==> src/rtl/mem_arbitro_if.sv <==
// mem_arbitro_if: one requester port of the memory arbiter (request fields in, ack and read data out)
interface mem_arbitro_if #(parameter int AW = 7, parameter int DW = 32);
    logic req, we, wh, ack;
    logic [AW-1:0] dir;
    logic [DW-1:0] di, dout;
    modport master (output req, we, wh, dir, di, input ack, dout);
    modport slave (input req, we, wh, dir, di, output ack, dout);
endinterface

==> src/rtl/mem_arbitro.sv <==
// mem_arbitro: serializes two requester ports onto the single data-memory port
module mem_arbitro #(
    parameter int AW = 7,
    parameter int DW = 32,
    parameter int FIXED_PRIO = 0
) (
    input  logic          reloj,
    input  logic          reset,
    mem_arbitro_if.slave  port_a,
    mem_arbitro_if.slave  port_b,
    output logic          ocupado,
    output logic [DW-1:0] DI_MEM,
    output logic [AW-1:0] DIR_MEM,
    output logic          MEM_RD,
    output logic          MEM_WR,
    output logic          w_h,
    input  logic [DW-1:0] DO_MEMo
);
    typedef enum logic [1:0] {IDLE, ISSUE, CAPTURE, ACK} state_t;
    state_t state, state_n;
    logic gnt_b, we_q, wh_q, any_req, pick_b, issue;
    logic [DW-1:0] do_a, do_b;
    assign any_req = port_a.req || port_b.req;
    // gnt_b doubles as last_grant: on a tie the port that was not served last wins
    assign pick_b = (port_a.req && port_b.req) ? (FIXED_PRIO == 0 && !gnt_b) : port_b.req;
    assign issue = state == ISSUE;
    assign {MEM_RD, MEM_WR, w_h} = issue ? (we_q ? {2'b10, wh_q} : 3'b011) : 3'b000;
    assign ocupado = state != IDLE;
    assign port_a.ack = state == ACK && !gnt_b;
    assign port_b.ack = state == ACK && gnt_b;
    assign port_a.dout = do_a;
    assign port_b.dout = do_b;
    always_comb begin
        state_n = state;
        state_n = state == IDLE ? (any_req ? ISSUE : IDLE) :
                  state == ISSUE ? (we_q ? ACK : CAPTURE) :
                  state == CAPTURE ? ACK : IDLE;
    end
    always_ff @(posedge reloj or posedge reset) begin
        if (reset) begin
            state <= IDLE;
            gnt_b <= 1'b1;
            we_q <= 1'b0;
            wh_q <= 1'b0;
            DIR_MEM <= '0;
            DI_MEM <= '0;
            do_a <= '0;
            do_b <= '0;
        end else begin
            state <= state_n;
            if (state == IDLE && any_req) begin
                gnt_b <= pick_b;
                we_q <= pick_b ? port_b.we : port_a.we;
                wh_q <= pick_b ? port_b.wh : port_a.wh;
                DIR_MEM <= pick_b ? port_b.dir : port_a.dir;
                DI_MEM <= pick_b ? port_b.di : port_a.di;
            end
            // memory read data is valid during CAPTURE, one cycle after the read command
            if (state == CAPTURE && gnt_b) do_b <= DO_MEMo;
            if (state == CAPTURE && !gnt_b) do_a <= DO_MEMo;
        end
    end
endmodule

==> src/flat_wrapper.sv <==
// flat-port wrapper written by rule: the top's interface ports become plain ports
module mem_arbitro_flat 
#(
    parameter int AW = 7,
    parameter int DW = 32,
    parameter int FIXED_PRIO = 0
)
  (reloj, reset, ocupado, DI_MEM, DIR_MEM, MEM_RD, MEM_WR, w_h, DO_MEMo, port_a_req, port_a_we, port_a_wh, port_a_dir, port_a_di, port_a_ack, port_a_dout, port_b_req, port_b_we, port_b_wh, port_b_dir, port_b_di, port_b_ack, port_b_dout);
  mem_arbitro_if #(.AW(AW), .DW(DW)) port_a_i ();
  mem_arbitro_if #(.AW(AW), .DW(DW)) port_b_i ();
  input  logic reloj;
  input  logic reset;
  output logic ocupado;
  output logic [DW-1:0] DI_MEM;
  output logic [AW-1:0] DIR_MEM;
  output logic MEM_RD;
  output logic MEM_WR;
  output logic w_h;
  input  logic [DW-1:0] DO_MEMo;
  input wire logic [$bits(port_a_i.req)-1:0] port_a_req;
  input wire logic [$bits(port_a_i.we)-1:0] port_a_we;
  input wire logic [$bits(port_a_i.wh)-1:0] port_a_wh;
  input wire logic [$bits(port_a_i.dir)-1:0] port_a_dir;
  input wire logic [$bits(port_a_i.di)-1:0] port_a_di;
  output wire logic [$bits(port_a_i.ack)-1:0] port_a_ack;
  output wire logic [$bits(port_a_i.dout)-1:0] port_a_dout;
  input wire logic [$bits(port_b_i.req)-1:0] port_b_req;
  input wire logic [$bits(port_b_i.we)-1:0] port_b_we;
  input wire logic [$bits(port_b_i.wh)-1:0] port_b_wh;
  input wire logic [$bits(port_b_i.dir)-1:0] port_b_dir;
  input wire logic [$bits(port_b_i.di)-1:0] port_b_di;
  output wire logic [$bits(port_b_i.ack)-1:0] port_b_ack;
  output wire logic [$bits(port_b_i.dout)-1:0] port_b_dout;
  assign port_a_i.req = port_a_req;
  assign port_a_i.we = port_a_we;
  assign port_a_i.wh = port_a_wh;
  assign port_a_i.dir = port_a_dir;
  assign port_a_i.di = port_a_di;
  assign port_a_ack = port_a_i.ack;
  assign port_a_dout = port_a_i.dout;
  assign port_b_i.req = port_b_req;
  assign port_b_i.we = port_b_we;
  assign port_b_i.wh = port_b_wh;
  assign port_b_i.dir = port_b_dir;
  assign port_b_i.di = port_b_di;
  assign port_b_ack = port_b_i.ack;
  assign port_b_dout = port_b_i.dout;
  mem_arbitro #(.AW(AW), .DW(DW), .FIXED_PRIO(FIXED_PRIO)) u_core (.reloj(reloj), .reset(reset), .port_a(port_a_i), .port_b(port_b_i), .ocupado(ocupado), .DI_MEM(DI_MEM), .DIR_MEM(DIR_MEM), .MEM_RD(MEM_RD), .MEM_WR(MEM_WR), .w_h(w_h), .DO_MEMo(DO_MEMo));
endmodule
==> config.mk <==
export PLATFORM = sky130hd
export DESIGN_NAME = mem_arbitro_flat
export DESIGN_NICKNAME = d
export VERILOG_FILES = /design/src/rtl/mem_arbitro_if.sv /design/src/rtl/mem_arbitro.sv /design/src/flat_wrapper.sv
export SDC_FILE = /design/constraint.sdc
export NUM_CORES = 1
export LEC_CHECK = 0
export CAP_MARGIN = 20
export CORE_ASPECT_RATIO = 2
export CORE_MARGIN = 10
export CORE_UTILIZATION = 40
export CTS_CLUSTER_SIZE = 25
export DETAILED_ROUTE_END_ITERATION = 10
export DONT_BUFFER_PORTS = 1
export GPL_ROUTABILITY_DRIVEN = 0
export GPL_TIMING_DRIVEN = 0
export PLACE_DENSITY = 0.61
export SYNTH_ARGS = -nofsm -noshare
export SYNTH_HDL_FRONTEND = slang
export SYNTH_SLANG_ARGS = --single-unit
==> constraint.sdc <==
create_clock -name reloj -period 11.2 [get_ports reloj]
set_input_delay 2.24 -clock reloj [delete_from_list [all_inputs] [get_ports reloj]]
set_output_delay 2.24 -clock reloj [all_outputs]
set_load 0.05 [all_outputs]
==> metrics.csv, run 1 <==
metric,value,unit
IO Pins,227,
DRC viols,0,
status,completed,
CP endpoint kind,output port,
Starting Density,41.0,%
synthesized flop and latch total,108,
Bufs and invs on worst path,1,
routed vias/inst,5.46,
Yosys top cell by area,dfrtp_1,
Critical Path Start Type,register,
# hold bufs at CTS,0,
critical path depth,3,
largest net degree at the start of global routing,69,
Placed Area,4700,um^2
"CTS clk-pin slew, worst paths",0.07,ns
gr ovfl total,0,
Die ar.,16100,um^2
Port Buffers,0,
FF-to-FF End,u_core.state[0],
Post-DP HPWL,10000,um
Slew HR,26.4,%
Cell Rows,54,
first-pass GRT wire length,18600,um
post-layout minimum cycle time,4.17,ns
Hold Path Class,register to register,
post-synth top area share,59.6,%
Initial DRC Count,102,
Post-CTS Setup Bufs,0,
unrepaired setup endpoints after global routing,no,
die extent in y,170,um
CP peak stage delay,0.89,ns
Max Buffers Root-to-Sink,2,
post-CTS sizing,0,
Synth Warn #,0,
vias in the first global route,3232,
crit-path cells,inv_1 -> ha_1 -> a21boi_1,
final core utilization,45.7,%
Worst EP required,8.96,ns
final setup fails,0,
max-slew violations,0,
Hold Path Cell Cnt,2,
Setup crit start,u_core.state[1],
Area Overhead vs Synth,11.4,%
Via Count,2956,
CORE AREA,10900,um^2
register area share after synthesis,60.2,%
final worst-path cycle share,37.2,%
total CTS buffers,9,
largest fanout on the critical path,4,
antenna violations before repair,0,
Final Hold Viols,0,
Cell variety after synth,22,
reg-to-reg startpoint,u_core.state[1],
Die X,94.9,um
Max Fclk,0.240,GHz
most area-consuming cells after synthesis,"dfrtp_1 60%, mux2_2 15%, a21oi_1 9.1%, nand2_1 3.5%, nor2_1 3.4%",
layout cell share with drive strength beyond 1,25.7,%
Post-DRT Antenna Nets,0,
worst setup path end,w_h,
critical path arrival,1.93,ns
critical path class,register to output port,
r2r worst-path depth,4,
Mean Syn Cell Area,11.7,um^2
final clock skew,0.00751,ns
R2R setup slack,9.37,ns
slowest CP cell,a21boi_1,
Sink Count,108,
Crit path max-delay family,compound AO/OA/AOI/OAI gates,
WL final,12400,um
H-tree level count,3,
Root Driver,clkbuf_16,
Mapped Area,4490,um^2
"Design Area, Final",5000,um^2
Pre-Repair DR Iteration Count,4,
max-cap violations,0,
TritonCTS clock tree,yes,
detailed-route wire length per cell,22.9,um
latest clock arrival within the worst-skew pair,0.34,ns
setup TNS,0,ns
worst slew pin tran,1.10,ns
Nets,519,
Diodes inserted,0,
post-synth net total,507,
Mapped Cells,384,
Total GRT Usage,14.9,%
## worst reg2reg max path, cell delays in order, from the launching register on
cell and delay [ns]:
dfrtp_1 0.41, inv_1 0.09, ha_1 0.19, nor2b_1 0.84, o31ai_1 0.15
## Yosys cell counts, drive strengths merged
cell      n
o21a      1
dfrtp   107
and2      2
o21ai     1
a31oi     1
dfstp     1
inv       5
mux2     64
buf      24
nand2    42
a21oi    82
nor2b     3
a21boi    2
nor2     41
a21bo     1
ha        5
o31ai     1
a22oi     1
## final cells by class
cell class | instances | area (um^2)
clock buffer | 9 | 225
buffer | 24 | 165
sequential | 108 | 2700
clock inverter | 7 | 82.6
multi-input combinational | 247 | 1600
tap | 140 | 175
timing repair buffer | 1 | 27.5
inverter | 5 | 21.3
fill | 1053 | 5940
## stage by stage
stage | setup WS [ns] | cells | hold slack [ns]
global placement | 5.12 | 524 | 0.525
CTS | 7.03 | 541 | 0.565
detailed placement | 7.41 | 525 | 0.554
floorplan | 6.12 | 384 | 0.507
global route | 6.95 | 541 | 0.589
finish | 7.03 | 541 | 0.562
## sequential cells by signal (all words and copies together), names as in the netlist
register,count
u_core.DI_MEM,32
u_core.port_a.dout,32
u_core.port_b.dout,32
u_core.DIR_MEM,7
u_core.state,2
u_core.gnt_b,1
u_core.we_q,1
u_core.wh_q,1
## logic make-up after synthesis
kind of cell             Yosys count  synth area share, %
adder cells (fa/ha/maj)            5                 1.39
buffers and inverters             29                 4.10
multiplexers                      64                 16.0
AO/OA/AOI/OAI                     90                 10.6
AND/OR/NAND/NOR                   88                 7.63
flip-flops                       108                 60.2
## worst min-delay path by stage
stage / from / endpoint / slack, ns
detailed placement: u_core.wh_q / u_core.wh_q / 0.55
global route: u_core.wh_q / u_core.wh_q / 0.59
global placement: u_core.wh_q / u_core.wh_q / 0.52
finish: u_core.wh_q / u_core.wh_q / 0.56
CTS: u_core.wh_q / u_core.wh_q / 0.57
floorplan: u_core.wh_q / u_core.wh_q / 0.51
## cells in the final DEF, fill, tap and decap left out, types with 2 or more instances in the layout
cell / n
and2_1: 2
ha_1: 5
inv_1: 4
buf_4: 8
dfrtp_1: 107
inv_8: 2
nor2_1: 41
a21oi_1: 82
nor2b_1: 3
buf_6: 4
mux2_1: 6
buf_2: 12
clkbuf_16: 9
mux2_2: 58
nand2_1: 42
## layer usage
layer  global-route usage [%]  part of all wire (%)  up-vias
li1                         -                     -     1325
met1                     14.1                    32     1458
met2                     26.6                    55      157
met3                     6.88                    12       16
met4                     6.02                   2.0        0
met5                        0                     0        -
Power of run 1 is not shown: default switching activity piles up to over one toggle a cycle in this logic, so the estimate is an artifact.
==> run 2: changes to the inputs <==
Clock period 11.2 ns to 4.25 ns, I/O delays scaled along.
==> results of run 2 <==
The final DEF is identical to that of run 1. Status: completed.
Among the figures that moved: setup slack after placement 7.41 ns -> 1.85 ns; setup slack after layout 7.03 ns -> 1.47 ns; hold slack 0.562 ns -> 0.428 ns; register-to-register setup slack 9.37 ns -> 2.42 ns
Power of run 2 is left out for the same reason.
